## config.mk

```make
export PLATFORM = sky130hd
export DESIGN_NAME = instruction_fetch_unit
export DESIGN_NICKNAME = d
export VERILOG_FILES = /design/src/rtl/instruction_fetch_unit.sv
export SDC_FILE = /design/constraint.sdc
export NUM_CORES = 1
export LEC_CHECK = 0
export ABC_CLOCK_PERIOD_IN_PS = 6000
export BUFFER_PORTS_ARGS = -buffer_cell sky130_fd_sc_hd__buf_2
export CORE_MARGIN = 8
export CORE_UTILIZATION = 55
export DETAILED_ROUTE_END_ITERATION = 8
export PLACE_DENSITY = 0.8
export SETUP_SLACK_MARGIN = 0.5
export SYNTH_ARGS = -nofsm -noshare
export SYNTH_HDL_FRONTEND = slang
export SYNTH_SLANG_ARGS = --single-unit
```

## constraint.sdc

```tcl
create_clock -name clk -period 6 [get_ports clk]
set_input_delay 0 -clock clk [delete_from_list [all_inputs] [get_ports clk]]
set_output_delay 0 -clock clk [all_outputs]
set_load 0.01 [all_outputs]
```

## src/rtl/instruction_fetch_unit.sv

```systemverilog
// Fetch stage of the pipelined MIPS core.
// Owns the program counter, issues instruction-memory requests over a ready
// handshake and produces the PC+4 / instruction / valid payload for IF/ID.
// Memory wait states become bubbles, a hazard stall freezes the payload, and
// a redirect from decode flushes the payload and squashes wrong-path fetches.
`timescale 1ns/1ps

module instruction_fetch_unit #(
    parameter int unsigned    N        = 32,
    parameter logic [N-1:0]   PC_RESET = 32'h0040_0000,
    parameter logic [N-1:0]   NOP      = 32'h0000_0000
) (
    input  logic         clk,
    input  logic         reset,
    input  logic         stall,
    input  logic         redirect_valid,
    input  logic [N-1:0] redirect_pc,
    output logic         imem_req,
    output logic [N-1:0] imem_addr,
    input  logic         imem_ready,
    input  logic [N-1:0] imem_rdata,
    output logic [N-1:0] OUT_PC_Conter_Plus_4,
    output logic [N-1:0] OUT_Instruction_Wire,
    output logic         OUT_Valid
);

    // FETCH: request outstanding; HOLD: one instruction parked in the buffer
    // while stalled; DROP: in-flight fetch belongs to the wrong path.
    typedef enum logic [1:0] {
        FETCH = 2'd0,
        HOLD  = 2'd1,
        DROP  = 2'd2
    } state_t;

    localparam logic [N-1:0] FOUR = N'(4);

    state_t       state, state_d;
    logic [N-1:0] addr, addr_d;
    logic [N-1:0] buffer, buffer_d;
    logic [N-1:0] target, target_d;
    logic [N-1:0] pc4_d;
    logic [N-1:0] instr_d;
    logic         valid_d;

    logic [N-1:0] addr_plus4;
    logic [N-1:0] redirect_aligned;

    assign addr_plus4       = addr + FOUR;
    assign redirect_aligned = {redirect_pc[N-1:2], 2'b00};

    // The request is a pure decode of the state; the address is the PC register.
    assign imem_req  = (state != HOLD);
    assign imem_addr = addr;

    // State, PC, buffer, saved target and payload registers.
    always_ff @(posedge clk or posedge reset) begin
        if (reset) begin
            state                <= FETCH;
            addr                 <= PC_RESET;
            buffer               <= '0;
            target               <= '0;
            OUT_PC_Conter_Plus_4 <= '0;
            OUT_Instruction_Wire <= NOP;
            OUT_Valid            <= 1'b0;
        end else begin
            state                <= state_d;
            addr                 <= addr_d;
            buffer               <= buffer_d;
            target               <= target_d;
            OUT_PC_Conter_Plus_4 <= pc4_d;
            OUT_Instruction_Wire <= instr_d;
            OUT_Valid            <= valid_d;
        end
    end

    // Next-state, next-PC and next-payload decode; priority redirect > stall > normal.
    always_comb begin
        state_d  = state;
        addr_d   = addr;
        buffer_d = buffer;
        target_d = target;
        pc4_d    = OUT_PC_Conter_Plus_4;
        instr_d  = OUT_Instruction_Wire;
        valid_d  = OUT_Valid;

        if (redirect_valid) begin
            pc4_d   = '0;
            instr_d = NOP;
            valid_d = 1'b0;
            unique case (state)
                FETCH: begin
                    if (imem_ready) begin
                        addr_d = redirect_aligned;
                    end else begin
                        // Request already presented: keep imem_addr stable and
                        // swallow the late response before using the target.
                        target_d = redirect_aligned;
                        state_d  = DROP;
                    end
                end
                HOLD: begin
                    addr_d  = redirect_aligned;
                    state_d = FETCH;
                end
                DROP: begin
                    if (imem_ready) begin
                        // The wrong-path response lands this cycle, so the
                        // newest target can be fetched straight away.
                        addr_d  = redirect_aligned;
                        state_d = FETCH;
                    end else begin
                        target_d = redirect_aligned;
                    end
                end
                default: state_d = FETCH;
            endcase
        end else begin
            unique case (state)
                FETCH: begin
                    if (stall) begin
                        if (imem_ready) begin
                            buffer_d = imem_rdata;
                            state_d  = HOLD;
                        end
                    end else if (imem_ready) begin
                        pc4_d   = addr_plus4;
                        instr_d = imem_rdata;
                        valid_d = 1'b1;
                        addr_d  = addr_plus4;
                    end else begin
                        instr_d = NOP;
                        valid_d = 1'b0;
                    end
                end
                HOLD: begin
                    if (!stall) begin
                        pc4_d   = addr_plus4;
                        instr_d = buffer;
                        valid_d = 1'b1;
                        addr_d  = addr_plus4;
                        state_d = FETCH;
                    end
                end
                DROP: begin
                    if (!stall) begin
                        instr_d = NOP;
                        valid_d = 1'b0;
                    end
                    if (imem_ready) begin
                        addr_d  = target;
                        state_d = FETCH;
                    end
                end
                default: state_d = FETCH;
            endcase
        end
    end

endmodule
```

# Word level (Yosys, flattened, before mapping)
# Index checks and enable logic that the tools add are counted.
dict set report op_classes {
  add_sub_neg 1
  n_eq_ne 12
  n_mux 30
  n_bitwise 2
  reduce_logical 10
}
# op n
set op_table {}
lappend op_table {{2-to-1 mux 32 bit} 12}
lappend op_table {{case mux 32 bit (3 select lines)} 2}
lappend op_table {{case mux 32 bit (2 select lines)} 2}
lappend op_table {{adder 32 x 3 -> 32 bit (second input constant)} 1}
lappend op_table {{!= test 3 bit (second input constant)} 7}
lappend op_table {{AND reduction 4 bit} 4}
lappend op_table {{2-to-1 mux 2 bit} 6}
lappend op_table {{AND reduction 7 bit} 1}
lappend op_table {{!= test 3 x 2 -> 1 bit (second input constant)} 2}
lappend op_table {{case mux 2 bit (3 select lines)} 1}
lappend op_table {{2-to-1 mux 1 bit} 5}
lappend op_table {{case mux 2 bit (2 select lines)} 1}
lappend op_table {{nonzero test 4 bit} 1}
lappend op_table {{case mux 1 bit (3 select lines)} 1}
lappend op_table {{AND reduction 3 bit} 1}
lappend op_table {{nonzero test 3 bit} 1}
lappend op_table {{== test 2 x 1 -> 1 bit (second input constant)} 1}
lappend op_table {{== test 2 bit (second input constant)} 1}
lappend op_table {{zero test 2 bit} 1}
lappend op_table {{!= test 2 x 1 -> 1 bit (second input constant)} 1}
lappend op_table {{NOT 1 bit} 2}
lappend op_table {{OR reduction 2 bit} 1}
dict set report word_totals {
  regBits 161
  input_bits 69
  out_inout_bits 98
}

# Longest topological paths before layout
# Gate-level depths: netlist of run 1.
dict set report depth {
  word_depth 5
  ltp_mapped 10
  ltp_nobuf 7
}

# Worst setup path after synthesis of run 1
# OpenSTA, ideal clock, no wires.
dict set report synth_timing {
  kind {flip-flop to flip-flop}
  start {register addr[2], in the netlist imem_addr[2]}
  end {register addr[28], in the netlist imem_addr[28]}
  arrival_time_ps 2199
  t_required_ps 5918
  path_slack_ps 3718
  stages_incl_launch_ff 7
  n_path_buf 0
  cell_sequence {dfrtp_1 ha_1 nand3_1 or2_2 or4_1 o31a_1 o22ai_1}
}
dict set report synth_via {
  elab_chain_cells 5
  word_cells_on_any_way 6
}
# item line_no
set synth_rtl {}
lappend synth_rtl {{start: declaration} 38} ;# logic [N-1:0] addr, addr_d;
lappend synth_rtl {{start signal: assignment} 67} ;# addr <= addr_d;
lappend synth_rtl {{adder 32 x 3 -> 32 bit (*)} 48} ;# assign addr_plus4 = addr + FOUR;
lappend synth_rtl {{2-to-1 mux 32 bit} 125} ;# end else if (imem_ready) begin
lappend synth_rtl {{2-to-1 mux 32 bit} 120} ;# if (stall) begin
lappend synth_rtl {{case mux 32 bit (3 select lines) (*)} 118} ;# unique case (state)
lappend synth_rtl {{2-to-1 mux 32 bit (*)} 86} ;# if (redirect_valid) begin
# Every way passes the cells marked *; elsewhere a longest branch is shown, timed or not. The select of a mux whose other input is x is not followed.
# A chain may end at the register's enable or synchronous reset.

# Worst setup path after layout of run 1
dict set report layout_timing {
  start {register state[0]}
  end {register addr[25], in the netlist imem_addr[25]}
}
dict set report layout_via {
  elab_chain_cells 4
  word_cells_on_any_way 15
}
# item line_no
set layout_rtl {}
lappend layout_rtl {{start: declaration} 37} ;# state_t state, state_d;
lappend layout_rtl {{start signal: assignment} 66} ;# state <= state_d;
lappend layout_rtl {{== test 2 bit / zero test 2 bit (equally long branches)} {90, 118}}
lappend layout_rtl {{OR reduction 2 bit (no source line)} -}
lappend layout_rtl {{!= test 3 x 2 -> 1 bit (no source line) / case mux 32 bit (2 select lines) (equally long branches)} -}
lappend layout_rtl {{AND reduction 7 bit (no source line) / 2-to-1 mux 32 bit (equally long branches)} -}
# Several ways; a longest one is shown, not always the timed one.

==> results of run 1 <==
-- flip-flops by register name, indices dropped and copies added (netlist names) --
name,flops
state,2
OUT_Valid,1
OUT_Instruction_Wire,32
OUT_PC_Conter_Plus_4,31
imem_addr,30
buffer,32
target,30
-- power by group through the flow --
stage	clock (mW)	sequential (mW)	combinational, mW
after global placement	0	1.87	1.86
after detailed placement	0	1.89	1.91
final	1.14	1.89	1.96
after CTS	1.15	1.88	1.95
after floorplan	0	1.91	1.25
after global routing	1.20	1.95	2.14
-- worst max-delay path by stage --
stage	from	endpoint	slack (ps)	cells after the start
after floorplan	reset	OUT_Instruction_Wire[0]	1740	1
after global placement	state[0]	imem_addr[28]	3010	7
after detailed placement	state[0]	imem_addr[25]	2970	7
after CTS	state[0]	imem_addr[25]	2950	7
after global routing	state[0]	imem_addr[28]	2780	7
final	state[0]	imem_addr[25]	2910	7
-- metal layers --
metal / up-vias / wire length, um / global-route usage [%]
met4: 2 / 434 / 8.86
met5: - / 16 / 0
met1: 3296 / 9060 / 31.3
met3: 39 / 1820 / 7.36
met2: 272 / 10300 / 36.9
li1: 3088 / - / -
-- synthesized netlist by cell type, types with 3 or more instances --
cell type / count
a211oi_1: 26
a21o_1: 3
a21oi_1: 44
a221o_1: 3
a2bb2oi_1: 4
and3_1: 11
and4_1: 3
buf_1: 7
buf_2: 3
buf_4: 3
clkbuf_1: 45
dfrtp_1: 157
ha_1: 5
inv_1: 11
mux2_2: 63
mux2i_1: 33
nand2_1: 76
nand2b_1: 5
nand3_1: 11
nand4_1: 10
nor2_1: 60
nor3_1: 7
nor4_1: 6
o21a_1: 4
o21ai_0: 32
o221ai_1: 3
o22a_1: 4
o22ai_1: 4
o31a_1: 4
o31ai_1: 37
or3_1: 3
or4_1: 3
xnor2_1: 18
xor2_1: 10
-- cell type report --
| cell class | instances | area, um^2 |
|---|---|---|
| multi-input cells | 515 | 3550 |
| clock inverters | 11 | 155 |
| diodes | 1 | 2.50 |
| inverters | 11 | 46.3 |
| clock buffers | 21 | 470 |
| fillers | 951 | 3900 |
| repair buffers | 235 | 1520 |
| well taps | 180 | 225 |
| flip-flops and latches | 158 | 3960 |
-- cell families (layout without fill, tap and decap cells) --
group / Yosys count / after routing
simple gates: 200 / 200
compound gates: 184 / 184
flops: 158 / 158
mux: 96 / 96
buf+inv: 70 / 278
xor+xnor: 28 / 28
fa+ha+maj: 5 / 5
other cells: 1 / 3
-- critical path, cell delays in order (launching register included) --
cell and delay (ps):
dfrtp_1 390, inv_1 80, ha_1 430, buf_4 310
inv_1 590, nand2_1 590, o31a_1 440, o22ai_1 160
-- what timing repair did --
action                                  4_1_cts  5_1_grt
hold buffers                                 64        0
endpoints found under the setup margin        0        0
endpoints found under the hold margin       209        0
==> impl_results.rst, run 1 <==
.. list-table::
   :header-rows: 1

   * - Metric
     - Value
   * - Hold WS
     - 167 ps
   * - H-tree levels
     - 4
   * - Number of global-route vias before repair
     - between 6000 and 7000
   * - Nets
     - between 1000 and 1500
   * - Unrepaired setup endpoints after global routing
     - false
   * - Most used cells in the layout excluding fill and tap cells
     - buf_2, dfrtp_1, nand2_1
   * - Number of standard cells after synthesis
     - 742
   * - Synth Area in Compound Gates
     - around 16%
   * - Combinational family with the most area after synthesis
     - compound AO/OA/AOI/OAI gates
   * - Max-slew headroom at the worst pin
     - 27.1%
   * - Distinct cell type count after synthesis
     - 54
   * - Cell type with the highest aggregate area in the netlist
     - dfrtp_1
   * - Ys Warns
     - 0
   * - Number of vias after detailed routing
     - roughly 6700
   * - Initial antenna violation count
     - 2
   * - Leading register cell type out of synthesis
     - dfrtp_1
   * - Worst min-delay path category
     - in2reg
   * - Cells on worst reg2reg path
     - 7
   * - Synth async-reset ratio
     - 100%
   * - Post-detailed-routing wire length
     - approximately 22000 um
   * - Cell area after layout
     - 9930 um^2
   * - Simple-Gate Fraction of Synth Area
     - 12.1%
   * - Crit start category
     - flop
   * - Most frequent standard cell in the layout excluding fill and tap cells
     - buf_2
   * - Number of buffers between clock root and the deepest sink
     - 2
   * - Estimated wirelength of the detail-placed design
     - ~14000 um
   * - Y dimension of the die
     - 135 um
   * - Clock network latency to the later pin of the worst-skew pair
     - 430 ps
   * - Fin crit period
     - 3090 ps
   * - Crit Reg-Reg Startpoint
     - state[0]
   * - Wirelength per Cell
     - 19.1 um
   * - Part of the total power dissipated in the clock network
     - 22.9%
   * - Worst endpoint data arrival time
     - around 3400 ps
   * - Worst reg2reg setup slack
     - 2910 ps
   * - Final clock period utilization by the worst path
     - approximately 50%
   * - Core occupancy in the finished layout
     - 71.8%
   * - End point of the worst hold path
     - OUT_PC_Conter_Plus_4[3]
   * - Post-route antenna net violation count
     - 0
   * - Placed cell count
     - slightly above 1000
   * - Syn Std Cell Area
     - 7760 um^2
   * - Final-report max-slew violation count
     - 0
   * - Post-route insts no fill
     - approximately 1100
   * - Number of flops mapped to enable cells by yosys
     - 0
   * - Final sum of negative setup slack
     - 0 ps
   * - Synthesis-to-finish area growth
     - 28.0%
   * - Top-level port count
     - 167
   * - Root buffer cell
     - clkbuf_16
   * - Worst-case setup margin in the final layout
     - between 2000 and 3000 ps
   * - Maximum vdd ir drop
     - around 0.00026 V
   * - Port buffer count
     - 162
   * - Flop and latch count out of synthesis
     - approximately 160
   * - Sinks on Clock Net
     - approximately 160
   * - Area of the die
     - between 15000 and 20000 um^2
   * - Placeable core area
     - approximately 14000 um^2
   * - First-pass iteration count of the detailed router
     - 5
   * - Synth Area per Inst
     - ~10 um^2
   * - RD Place Congestion
     - 0.851
   * - Worst hold stages
     - 4
   * - Via/cell ratio
     - roughly 6
   * - Psw
     - around 1.9 mW
   * - TritonCTS clock tree
     - built
   * - Count of buffers added by post-CTS timing repair for setup
     - 0
   * - Total gr overflow
     - 0
   * - Area share of the largest cell type after synthesis
     - about half
   * - Worst Hold Launch
     - stall
   * - Worst Path Class, Setup
     - reg2reg
   * - Max Clk Rate
     - 0.324 GHz
   * - Proportion of power drawn by combinational gates
     - roughly 40%
   * - Width of the die
     - around 130 um
   * - Register area share after synthesis
     - roughly half
   * - Number of endpoints failing setup at the final stage
     - 0
   * - Number of clock buffers inserted by TritonCTS
     - 17
   * - Post-synthesis mux area share
     - a little over an eighth
   * - Max Cap Violations
     - 0
   * - Global-route wire length before repair
     - 34900 um
   * - Clock-pin transition on the worst setup and hold timing paths
     - ~70 ps
   * - LEAKAGE
     - ~4.5 nW
   * - Instance area at placement
     - just under 9000 um^2
   * - DRT iter0 DRCs
     - approximately 490
   * - Portion of total power attributed to sequential cells
     - 37.9%
   * - Final hold violation count
     - 0
   * - Total Power
     - about 5.0 mW
   * - Crit path max fanout
     - 23
   * - Initial standard-cell utilization of the core
     - a little under three fifths
   * - Leading post-synthesis cells by cell area
     - dfrtp_1, mux2_2, mux2i_1, nand2_1, o31ai_1
   * - Endpoint type of the worst setup path
     - flop
   * - Pre-CTS setup slack
     - 2970 ps
   * - Count of instances resized after the clock tree is built
     - 0
   * - Terminus of the critical flop-to-flop path
     - imem_addr[25]
   * - Worst Skew
     - 7.38 ps
   * - Overall fraction of global-route tracks in use
     - between 20% and 30%
   * - Pin slew with the least headroom to its limit
     - 1090 ps
   * - Power Density
     - roughly 500 nW/um^2
   * - DRC
     - 0
   * - Pin count of the biggest net entering global routing
     - 93
   * - Xor/xnor share of the synthesized area
     - under 10%
   * - Worst path required time
     - 6340 ps
   * - Switching part of the total power
     - between 30% and 40%
   * - Int Power
     - roughly 3.1 mW
   * - Adder-Cell Fraction of Synth Area
     - less than 1%
   * - Fraction of layout cells with a size suffix above 1
     - 29.2%
   * - Result of the run
     - completed
   * - Site Rows
     - 43
Power figures use the tool's default switching activity.
==> inputs of run 2 (changes only) <==
Settings changed: ABC_AREA set to 1, ABC_CLOCK_PERIOD_IN_PS 6000 to 2700, CORE_UTILIZATION 55 to 50, PLACE_DENSITY 0.8 to 0.77.
Clock period 6 ns to 2.7 ns, I/O delays scaled along.
==> run 2 against run 1 <==
Utilization shrank 6.8 points. Clock skew is essentially flat. Sequential share of layout area shrank 1.1 points. Highest routed layer unchanged. Synthesized area grew 2.4%. Largest cell class unchanged. Via count grew 9.0%. Non-clock buffer count grew 3. Cell count grew 28%. Worst setup slack lost 2300 ps. Critical path depth grew 3.
==> impl_results.rst, run 2 <==
.. list-table::
   :header-rows: 1

   * - Metric
     - Value
   * - Result of the run
     - completed
   * - Initial antenna violation count
     - 4 (+2)
   * - Fraction of layout cells with a size suffix above 1
     - 21.4% (-7.8 points)
   * - Crit path max fanout
     - 25 (+8.7%)
   * - Distinct cell type count after synthesis
     - 35 (-35%)
   * - Startpoint of the most critical setup path
     - state[1]
   * - H-tree levels
     - 4 (unchanged)
   * - Portion of total power attributed to sequential cells
     - 36.2% (-1.7 points)
   * - Leading register cell type out of synthesis
     - dfrtp_1
   * - Pre-CTS setup slack
     - 556 ps (-2420 ps)
   * - Ys Warns
     - 0 (unchanged)
   * - Number of standard cells after synthesis
     - 1011 (+36%)
   * - RD Place Congestion
     - 0.830 (-2.5%)
   * - Power Density
     - 1180 nW/um^2 (+130%)
   * - Post-route antenna net violation count
     - 0 (unchanged)
   * - Sinks on Clock Net
     - 158 (unchanged)
   * - Syn Std Cell Area
     - 7940 um^2 (+2.4%)
   * - Synthesis-to-finish area growth
     - 28.6%
   * - Library cell with the highest instance count after synthesis
     - nand2_1
   * - Area share of the largest cell type after synthesis
     - 49.5% (-1.2 points)
   * - Pin count of the biggest net entering global routing
     - 159 (+71%)
   * - Worst reg2reg setup slack
     - 640 ps (-2270 ps)
   * - Endpoint type of the worst setup path
     - flop
   * - Switching part of the total power
     - 41.7% (+3.5 points)
   * - Part of the total power dissipated in the clock network
     - 21.1% (-1.8 points)
   * - Register area share after synthesis
     - 49.8% (-1.2 points)
   * - Worst path required time
     - 3050 ps (-3290 ps)
   * - Int Power
     - 7.02 mW (+130%)
   * - Site Rows
     - 46 (+7.0%)
   * - Number of endpoints failing setup at the final stage
     - 0 (unchanged)
   * - Worst Skew
     - 7.55 ps (+0.176 ps)
   * - Worst endpoint data arrival time
     - 2410 ps (-1020 ps)
   * - Max Cap Violations
     - 0 (unchanged)
   * - Post-detailed-routing wire length
     - 21900 um (+1.4%)
   * - Fin crit period
     - 2060 ps (-1030 ps)
   * - Wirelength per Cell
     - 15.1 um (-21%)
   * - Flop and latch count out of synthesis
     - 158 (unchanged)
   * - Capture point of the worst path
     - imem_addr[29]
   * - Number of vias after detailed routing
     - 7299 (+9.0%)
   * - Cells on worst reg2reg path
     - 10 (+3)
   * - Final sum of negative setup slack
     - 0 ps (unchanged)
   * - Nets
     - 1295 (+28%)
   * - Worst Path Class, Setup
     - reg2reg
   * - Top-level port count
     - 167 (unchanged)
   * - Worst min-delay path category
     - in2reg
   * - Port buffer count
     - 162 (unchanged)
   * - Psw
     - 5.02 mW (+160%)
   * - Synth Area per Inst
     - 7.85 um^2 (-25%)
   * - Final hold violation count
     - 0 (unchanged)
   * - Number of clock buffers inserted by TritonCTS
     - 17 (unchanged)
   * - Cell type with the highest aggregate area in the netlist
     - dfrtp_1
   * - Number of global-route vias before repair
     - 7080 (+5.8%)
   * - Clock-pin transition on the worst setup and hold timing paths
     - 60 ps (about the same)
   * - Unrepaired setup endpoints after global routing
     - false
   * - Root buffer cell
     - clkbuf_16
   * - Proportion of power drawn by combinational gates
     - 42.7% (+3.5 points)
   * - Placeable core area
     - 15700 um^2 (+14%)
   * - Most used cells in the layout excluding fill and tap cells
     - nand2_1, buf_2, dfrtp_1
   * - Crit start category
     - flop
   * - Largest registers
     - OUT_Instruction_Wire (32), buffer (32), OUT_PC_Conter_Plus_4 (31)
   * - Max Clk Rate
     - 0.486 GHz (+50%)
   * - Via/cell ratio
     - 5.02 (-15%)
   * - Y dimension of the die
     - 142 um (+5.4%)
   * - Synth async-reset ratio
     - 100% (unchanged)
   * - Number of flops mapped to enable cells by yosys
     - 0 (unchanged)
   * - Terminus of the critical flop-to-flop path
     - imem_addr[29]
   * - Estimated wirelength of the detail-placed design
     - 13700 um (+1.2%)
   * - DRC
     - 0 (unchanged)
   * - Initial standard-cell utilization of the core
     - 50.5% (-5.6 points)
   * - Most frequent cells after synthesis
     - nand2_1, dfrtp_1, inv_1, a21oi_1, nor2_1
   * - Total gr overflow
     - 0 (unchanged)
   * - Max-slew headroom at the worst pin
     - 42.3% (+15 points)
   * - Maximum vdd ir drop
     - 0.000684 V (+160%)
   * - Pin slew with the least headroom to its limit
     - 865 ps (-228 ps)
   * - TritonCTS clock tree
     - built
   * - Global-route wire length before repair
     - 35000 um (+0.50%)
   * - Most frequent standard cell in the layout excluding fill and tap cells
     - nand2_1
   * - First-pass iteration count of the detailed router
     - 5 (unchanged)
   * - Final-report max-slew violation count
     - 0 (unchanged)
   * - LEAKAGE
     - 5.32 nW (+18%)
   * - Leading post-synthesis cells by cell area
     - dfrtp_1, nand2_1, a21oi_1, inv_1, o21ai_1
   * - Final clock period utilization by the worst path
     - 76.2% (+25 points)
   * - Crit Reg-Reg Startpoint
     - state[1]
   * - Clock network latency to the later pin of the worst-skew pair
     - 420 ps (about the same)
   * - Worst-case setup margin in the final layout
     - 642 ps (-2270 ps)
   * - Width of the die
     - 142 um (+5.4%)
   * - DRT iter0 DRCs
     - 555 (+14%)
   * - Number of buffers between clock root and the deepest sink
     - 2 (unchanged)
   * - Overall fraction of global-route tracks in use
     - 21.5% (-2.5 points)
   * - Area of the die
     - 20200 um^2 (+11%)
[run 2: cell types whose count changed in the layout (fill, tap and decap cells not counted), moves of 33 or more]
cell,delta
inv_1,+73
o21ai_1,+62
mux2_2,-59
nand2_1,+290
mux2i_1,-33
o31ai_1,-37
[run 2: cell families (layout without fill, tap and decap cells)]
| family | Yosys count | after routing | synth area share (%) |
|---|---|---|---|
| compound gates | 210 | 211 | 14.7 |
| xor+xnor | 15 | 15 | 1.65 |
| fa+ha+maj | 5 | 5 | 0.788 |
| buf+inv | 142 | 361 | 7.99 |
| flops | 158 | 158 | 49.8 |
| mux | 4 | 4 | 0.567 |
| other cells | 1 | 5 | 0.0472 |
| simple gates | 476 | 478 | 24.4 |
[run 2: worst min path at each step]
stage | from | end | slack, ps | cells past startpoint
floorplan | redirect_pc[7] | target[7] | 130 | 2
global placement | redirect_pc[4] | target[4] | 250 | 2
detailed placement | redirect_pc[4] | target[4] | 260 | 2
CTS | imem_ready | buffer[7] | 40 | 3
global route | imem_ready | buffer[7] | 70 | 3
finish | imem_ready | buffer[7] | 60 | 3
[run 2: routing by layer]
| layer | up-vias | global-route usage, % | part of all wire (%) |
|---|---|---|---|
| met5 | - | 0 | 0.059 |
| met4 | 2 | 8.25 | 2.7 |
| met2 | 255 | 33.6 | 46 |
| met3 | 46 | 6.07 | 8.0 |
| met1 | 3368 | 28.0 | 44 |
| li1 | 3628 | - | - |
[run 2: power groups by stage]
stage	Combinational, mW	Sequential (mW)	Clock, mW
2_1_floorplan	3.10	4.51	0
3_3_place_gp	4.71	4.32	0
3_5_place_dp	4.83	4.35	0
4_1_cts	4.92	4.33	2.59
5_1_grt	5.82	4.51	2.67
6_report	5.15	4.36	2.54
[run 2: cell type report]
| cell class | instances | area [um^2] |
|---|---|---|
| fillers | 1285 | 5500 |
| flip-flops and latches | 158 | 3960 |
| multi-input cells | 715 | 3410 |
| repair buffers | 238 | 1600 |
| clock buffers | 21 | 460 |
| inverters | 91 | 348 |
| well taps | 216 | 270 |
| clock inverters | 11 | 164 |
| diodes | 3 | 7.51 |
[run 2: what timing repair did]
action                     4_1_cts  5_1_grt
hold endpoints to repair       280        0
buffers inserted                 0        4
resized for setup                0        7
setup endpoints to repair        0      102
hold buffers                    63        0
[run 2: critical path, cell delays in order, from the launching register on]
cell	delay [ps]
dfrtp_1	370
inv_1	100
ha_1	250
nand3_1	120
o21ai_2	80
nor2_4	270
nand3_4	290
buf_12	270
a21oi_2	100
nand2_1	70
nand2_1	70
[run 2: through the flow]
| stage | hold slack [ps] | util [%] | total power [mW] | cell area (um^2) | instances |
|---|---|---|---|---|---|
| 4_1_cts | 36.5 | 64.3 | 11.8 | 10100 | 1443 |
| 3_5_place_dp | 256 | 56.3 | 9.18 | 8850 | 1348 |
| 2_1_floorplan | 133 | - | 7.60 | 7950 | 1012 |
| 5_1_grt | 74.9 | 65.0 | 13.0 | 10200 | 1453 |
| 6_report | 57.1 | 65.0 | 12.0 | 10200 | 1453 |
| 3_3_place_gp | 249 | 56.3 | 9.03 | 8850 | 1348 |
